$ cat config.mk
export PLATFORM = sky130hd
export DESIGN_NAME = riscv_csr_exec
export DESIGN_NICKNAME = d
export VERILOG_FILES = /design/src/rtl/riscv_csr_exec.sv
export SDC_FILE = /design/constraint.sdc
export NUM_CORES = 1
export LEC_CHECK = 0
export BUFFER_PORTS_ARGS = -buffer_cell sky130_fd_sc_hd__buf_2
export CORE_UTILIZATION = 25
export DETAILED_ROUTE_END_ITERATION = 6
export HOLD_SLACK_MARGIN = 0.12
export PLACE_DENSITY_LB_ADDON = 0.12
export SYNTH_ARGS = -nofsm -noshare
export SYNTH_HDL_FRONTEND = slang
export SYNTH_SLANG_ARGS = --single-unit
$ cat constraint.sdc
create_clock -name clk -period 3.5 [get_ports clk]
set_input_delay 0.35 -clock clk [delete_from_list [all_inputs] [get_ports clk]]
set_output_delay 0.35 -clock clk [all_outputs]
set_load 0.05 [all_outputs]
$ cat src/rtl/riscv_csr_exec.sv
// CSR execution unit: read-modify-write sequencing in front of the CSR regfile.
// Optional RISCV_CSR_ILLEGAL_CHECK_EN adds resp_illegal and address legality checks.
module riscv_csr_exec #(
  parameter int          XLEN      = 32,
  parameter logic [11:0] NOP_WADDR = 12'h000
) (
  input  logic            clk,
  input  logic            arst,
  input  logic            req_valid,
  output logic            req_ready,
  input  logic [1:0]      req_op,
  input  logic [11:0]     req_addr,
  input  logic [XLEN-1:0] req_src,
  input  logic            req_src_zero,
  input  logic [4:0]      req_rd,
  input  logic            flush,
  output logic [11:0]     csr_raddr,
  input  logic [XLEN-1:0] csr_rdata,
  output logic [11:0]     csr_waddr,
  output logic [XLEN-1:0] csr_wdata,
  output logic            resp_valid,
  input  logic            resp_ready,
  output logic [4:0]      resp_rd,
  output logic [XLEN-1:0] resp_data,
  output logic            busy
`ifdef RISCV_CSR_ILLEGAL_CHECK_EN
  ,
  output logic            resp_illegal
`endif
);

  typedef enum logic [1:0] {
    IDLE  = 2'd0,
    READ  = 2'd1,
    WRITE = 2'd2,
    RESP  = 2'd3
  } state_t;

  localparam logic [1:0] OP_RS = 2'b10;
  localparam logic [1:0] OP_RC = 2'b11;

  state_t          state_q;
  state_t          state_d;
  logic [1:0]      op_q;
  logic [11:0]     addr_q;
  logic [XLEN-1:0] src_q;
  logic            src_zero_q;
  logic [4:0]      rd_q;
  logic [XLEN-1:0] old_q;
  logic [XLEN-1:0] wval_q;
  logic [XLEN-1:0] wval;
  logic            is_set;
  logic            is_clr;
  logic            we;
  logic            accept;
  logic            illegal;

  assign is_set = (op_q == OP_RS);
  assign is_clr = (op_q == OP_RC);
  assign accept = req_valid && req_ready && !flush;

  // RS/RC with a zero source are pure reads
  assign we = !((is_set || is_clr) && src_zero_q);

  always_comb begin
    wval = src_q;
    unique case (1'b1)
      is_set:  wval = csr_rdata | src_q;
      is_clr:  wval = csr_rdata & ~src_q;
      default: wval = src_q;
    endcase
  end

`ifdef RISCV_CSR_ILLEGAL_CHECK_EN
  localparam logic [11:0] CSR_MSTATUS  = 12'h300;
  localparam logic [11:0] CSR_MISA     = 12'h301;
  localparam logic [11:0] CSR_MIE      = 12'h304;
  localparam logic [11:0] CSR_MTVEC    = 12'h305;
  localparam logic [11:0] CSR_MSCRATCH = 12'h340;
  localparam logic [11:0] CSR_MEPC     = 12'h341;
  localparam logic [11:0] CSR_MCAUSE   = 12'h342;
  localparam logic [11:0] CSR_MTVAL    = 12'h343;
  localparam logic [11:0] CSR_MIP      = 12'h344;
  localparam logic [11:0] CSR_MCYCLE   = 12'hB00;
  localparam logic [11:0] CSR_MTIME    = 12'hC01;
  localparam logic [11:0] CSR_MTIMEH   = 12'hC81;
  localparam logic [11:0] CSR_MHARTID  = 12'hF14;

  logic known;
  logic illegal_q;

  always_comb begin
    known = 1'b0;
    case (addr_q)
      CSR_MSTATUS, CSR_MISA, CSR_MIE,
      CSR_MTVEC, CSR_MSCRATCH, CSR_MEPC,
      CSR_MCAUSE, CSR_MTVAL, CSR_MIP,
      CSR_MCYCLE, CSR_MTIME, CSR_MTIMEH,
      CSR_MHARTID: known = 1'b1;
      default:     known = 1'b0;
    endcase
  end

  assign illegal = !known ||
                   (we && (addr_q[11:10] == 2'b11));

  always_ff @(posedge clk or posedge arst) begin
    if (arst) begin
      illegal_q <= 1'b0;
    end else if (state_q == READ) begin
      illegal_q <= illegal;
    end
  end

  assign resp_illegal = (state_q == RESP) && illegal_q;
`else
  assign illegal = 1'b0;
`endif

  always_ff @(posedge clk or posedge arst) begin
    if (arst) begin
      state_q <= IDLE;
    end else begin
      state_q <= state_d;
    end
  end

  always_comb begin
    state_d = state_q;
    unique case (state_q)
      IDLE: begin
        if (accept) state_d = READ;
      end
      READ: begin
        if (flush)        state_d = IDLE;
        else if (illegal) state_d = RESP;
        else if (we)      state_d = WRITE;
        else              state_d = RESP;
      end
      // the write commits even when flushed here
      WRITE: begin
        if (flush) state_d = IDLE;
        else       state_d = RESP;
      end
      RESP: begin
        if (flush || resp_ready) state_d = IDLE;
      end
      default: state_d = IDLE;
    endcase
  end

  always_ff @(posedge clk or posedge arst) begin
    if (arst) begin
      op_q       <= '0;
      addr_q     <= '0;
      src_q      <= '0;
      src_zero_q <= 1'b0;
      rd_q       <= '0;
    end else if (accept) begin
      op_q       <= req_op;
      addr_q     <= req_addr;
      src_q      <= req_src;
      src_zero_q <= req_src_zero;
      rd_q       <= req_rd;
    end
  end

  always_ff @(posedge clk or posedge arst) begin
    if (arst) begin
      old_q  <= '0;
      wval_q <= '0;
    end else if (state_q == READ) begin
      old_q  <= illegal ? '0 : csr_rdata;
      wval_q <= wval;
    end
  end

  assign req_ready  = (state_q == IDLE);
  assign busy       = (state_q != IDLE);
  assign csr_raddr  = (state_q == READ) ? addr_q : '0;
  assign csr_waddr  = (state_q == WRITE) ? addr_q : NOP_WADDR;
  assign csr_wdata  = (state_q == WRITE) ? wval_q : '0;
  assign resp_valid = (state_q == RESP);
  assign resp_rd    = (state_q == RESP) ? rd_q : '0;
  assign resp_data  = (state_q == RESP) ? old_q : '0;

endmodule

=== Word-level counts from Yosys, hierarchy flattened ===
Cells that the tools add are included.

* Multiplexer cells: 12
* Bitwise logic cells: 3
* Equal/unequal tests: 7
* Reductions and logical operators: 9

{| class="wikitable"
|+ Operator list
! kind !! number
|-
| 32-bit two-way mux || 2
|-
| 32-bit case mux with 2 select lines || 1
|-
| 32-bit AND || 1
|-
| 32-bit inverter || 1
|-
| 32-bit OR || 1
|-
| 12-bit two-way mux || 2
|-
| 2-bit == test, second input constant || 4
|-
| 2-bit two-way mux || 4
|-
| 2-bit case mux with 4 select lines || 1
|-
| 5-bit two-way mux || 1
|-
| 2-bit by 1-bit inequality test with 1-bit output, second input constant || 2
|-
| 1-bit logical AND || 3
|-
| 2-bit by 1-bit == test with 1-bit output, second input constant || 1
|-
| 2-bit logical NOT || 1
|-
| 1-bit logical OR || 2
|-
| 2-bit AND reduction || 1
|-
| 2-bit nonzero test || 1
|-
| 1-bit logical NOT || 1
|-
| 1-bit two-way mux || 1
|}

* Bits in registers: 118
* Input bits: 89
* Word-level logic and storage cells: 39
* Output and inout bits: 96

=== Depth between registers and ports, before layout ===
* Depth after elaboration: 6
* Depth in mapped cells: 6

=== Worst setup path after synthesis ===
No wires, ideal clock.

* Path type: register to output
* From: register state_q[0]
* To: output port busy
* Required time: 3150 ps
* Setup slack: 1304 ps
* Arrival: 1846 ps
* Cell stages (with the launch flop): 5
* Cells stage by stage: dfrtp_1 > buf_4 > clkbuf_1 > nor2_1 > inv_1

* Word-level cells in the longest chain between the ends: 1

{| class="wikitable"
|+ Ends and longest elaborated chain
! what !! RTL line !! RTL
|-
| start, declared || 42 || <nowiki>state_t state_q;</nowiki>
|-
| start signal, assigned || 124 || <nowiki>state_q <= state_d;</nowiki>
|-
| 2-bit nonzero test || 179 || <nowiki>assign busy = (state_q != IDLE);</nowiki>
|-
| end, declared || 25 || <nowiki>output logic busy</nowiki>
|}

No other way between the ends.

=== Worst setup path in the final report ===
* From: register state_q[0]
* To: output port csr_wdata[30]

* Word-level cells in the longest chain between the ends: 2

{| class="wikitable"
|+ Ends and longest elaborated chain
! what !! RTL line !! RTL
|-
| 2-bit == test || 182 || <nowiki>assign csr_wdata = (state_q == WRITE) ? wval_q : '0;</nowiki>
|-
| 32-bit two-way mux || 182 ||
|-
| end, declared || 20 || <nowiki>output logic [XLEN-1:0] csr_wdata,</nowiki>
|}

No other way between the ends.

==> impl_metrics.py <==
metrics = {
    "timing": {
        "clock.fmax_ghz": 0.348,
        "fin_crit_ps": 2880,
        "fin_crit_sh_pct": 82.2,
        "finalSetupViolations": 0,
        "max_slew_margin_pct": 36.8,
        "clock_skew_ps": 10.3,
        "tns_ps": 0,
        "grt_setup_unrepaired": "false",
        "slew_violations": 0,
        "layout_setup_ws_ps": 624,
        "worst_slew_pin_slew_ps": 949,
        "hold_viol_final": 0,
    },
    "clock_tree": {
        "cts_made_buffers": 17,
        "root_buffer": "clkbuf_16",
        "clk_pin_slew_worst_paths_ps": 60,
        "cts_tree": "built",
        "post_cts_buffers": 0,
        "cts.sinks": 118,
        "cts_resized": 0,
        "cts_buffer_depth": 2,
        "cts_max_level": 4,
        "clock_latency_ps": 410,
    },
    "pwr": {
        "power.leakage_nw": 3.81,
        "finalPower_mw": 5.29,
        "power_density_nw_per_um2": 734,
        "peakVddDrop_uv": 302,
    },
    "critical_path": {
        "slowest_stage": "nor2b_4",
        "crit_family": "simple AND/OR/NAND/NOR gates",
        "cp_num_buf_inv": 1,
        "required_ps": 3150,
        "r2r_start": "state_q[0]",
        "cp.arrival_ps": 2530,
        "worstPathMaxFanout": 45,
        "max_stage_delay_ps": 840,
        "cp_cell_sequence": "nor2b_4, and2_1, buf_2",
        "r2r_end": "wval_q[4]",
        "critPathLaunchType": "flip-flop",
        "crit_type": "flip-flop to output port",
        "worstSetupEndpointType": "output port",
        "reg2reg_depth": 4,
        "regToRegSetupSlack_ps": 1000,
    },
    "place": {
        "port_buffers": 184,
        "gp_congestion": 0.720,
        "dp.cells": 954,
        "dp_hpwl_um": 10800,
        "place_ws_ps": 952,
    },
    "finish": {
        "syn_to_final_growth_pct": 32.1,
        "nFillCells": 2219,
        "final_cell_mix": "184 x buf_2, 117 x dfrtp_1, 113 x nand2_1",
        "antenna_cells": 0,
        "multiInputGateArea_sq_um": 2290,
        "ff_latch_area_sq_um": 2950,
        "nets": 788,
        "drive_above_1_share_pct": 38.5,
        "layout_commonest_cell": "buf_2",
        "final_cells": 987,
    },
    "synth": {
        "synth_nets": 616,
        "ys_warn_count": 0,
        "syn_area_sq_um": 5450,
        "ys_seq_area_share_pct": 54.2,
        "syn_inst": 527,
        "avgSynthCellArea_sq_um": 10.3,
        "synth.distinct_cells": 23,
        "ys_ff_latch": 118,
    },
    "drt": {
        "viasPerCell": 4.50,
        "detail_route.wl_per_cell_um": 16.4,
        "ant_nets": 0,
        "drcViolationCount": 0,
        "dr_total_vias": 4441,
        "drt_iter0_markers": 174,
        "routed_wl_um": 16100,
        "first_pass_iters": 4,
    },
    "floorplanning": {
        "fp-row-count": 53,
        "initial_core_util_pct": 25.7,
        "core_sq_um": 21200,
        "die_h_um": 150,
        "die_w_um": 150,
        "io_pins": 185,
        "dieArea_sq_um": 22400,
    },
    "grt": {
        "grt_use_total_pct": 15.2,
        "antenna_found_initial": 1,
        "grt_max_degree": 72,
        "grt_pass1_vias": 4487,
        "grt-ovfl-total": 0,
        "grt_pass1_wl_um": 25200,
    },
    "run": {
        "drv_cap": 0,
    },
    "outcome": {
        "status": "completed",
    },
    "hold_path": {
        "hold_path.class": "primary input to asynchronous set/reset pin",
    },
}
==> registers in the layout (all words and copies together), names as in the netlist <==
signal,cells
addr_q,12
old_q,32
op_q,2
rd_q,5
src_q,32
src_zero_q,1
state_q,2
wval_q,32
==> area by class of cell <==
| type | count | share of cell area (%) |
|---|---|---|
| well taps | 275 | 4.78 |
| multi-input cells | 365 | 31.9 |
| inverters | 3 | 0.191 |
| repair buffers | 194 | 13.9 |
| clock inverters | 8 | 1.32 |
| clock buffers | 24 | 6.97 |
| flip-flops and latches | 118 | 41.0 |
==> where the power goes <==
part / leakage [nW] / switching (mW) / internal (mW)
registers: 1.41 / 0.278 / 1.85
logic: 2.11 / 0.878 / 0.521
clock network: 0.292 / 0.627 / 1.14
total: 3.81 / 1.78 / 3.50
==> cells in the mapped netlist <==
cell type	count	area, sq um
dfrtp_1	118	2950
nand2_1	113	424
and2_1	58	363
mux2_2	45	507
and3_1	37	231
clkbuf_1	25	93.8
a211oi_1	17	128
a21oi_1	17	85.1
nor2_1	17	63.8
a21o_1	16	120
a31oi_1	16	100
nand3b_1	16	120
mux2_1	7	78.8
buf_2	6	30.0
buf_6	6	67.6
buf_1	3	11.3
inv_1	3	11.3
nor2b_1	2	12.5
a221oi_1	1	8.76
buf_4	1	7.51
nand2b_1	1	6.26
nand3_1	1	5.00
nor4b_4	1	23.8
==> per-stage QoR <==
stage / hold WS [ps] / area, sq um / util (%)
6_report: 130 / 7200 / 33.9
5_1_grt: 136 / 7200 / 33.9
4_1_cts: 126 / 7200 / 33.9
3_5_place_dp: 454 / 6600 / 31.1
3_3_place_gp: 451 / 6600 / 31.1
2_1_floorplan: 417 / 5450 / -
==> how the worst max path moves through the flow <==
stage	cells past startpoint	slack [ps]	end	start
after floorplan	1	20	addr_q[0]	arst
after global placement	4	990	wval_q[4]	state_q[0]
after detailed placement	4	950	wval_q[13]	state_q[0]
after CTS	3	520	csr_wdata[30]	state_q[0]
after global routing	3	390	csr_wdata[30]	state_q[0]
final	3	620	csr_wdata[30]	state_q[0]
==> per-layer routing <==
layer	share of wire [%]	track usage, %
met1	45	19.1
met2	49	25.0
met3	5.4	3.99
met4	1.2	5.30
met5	0.062	0
==> kinds of logic (layout without fill, tap and decap cells) <==
group	Yosys count	in the layout	share of synthesized area (%)
muxes	52	52	10.7
and+or+nand+nor	246	246	22.9
AOI/OAI and AO/OA	67	67	8.10
DFF	118	118	54.2
buffers and inverters	44	229	4.06
==> timing repair <==
item	4_1_cts	5_1_grt
hold buffers	1	0
setup endpoints to repair	0	0
hold endpoints to repair	1	0
==> worst register-to-register path, stage by stage, from the launching register on <==
cell and delay [ps]:
dfrtp_2 910, nor2b_4 690, buf_4 540, nor2_1 110
a31oi_1 160
(Power assumes the default switching activity.)
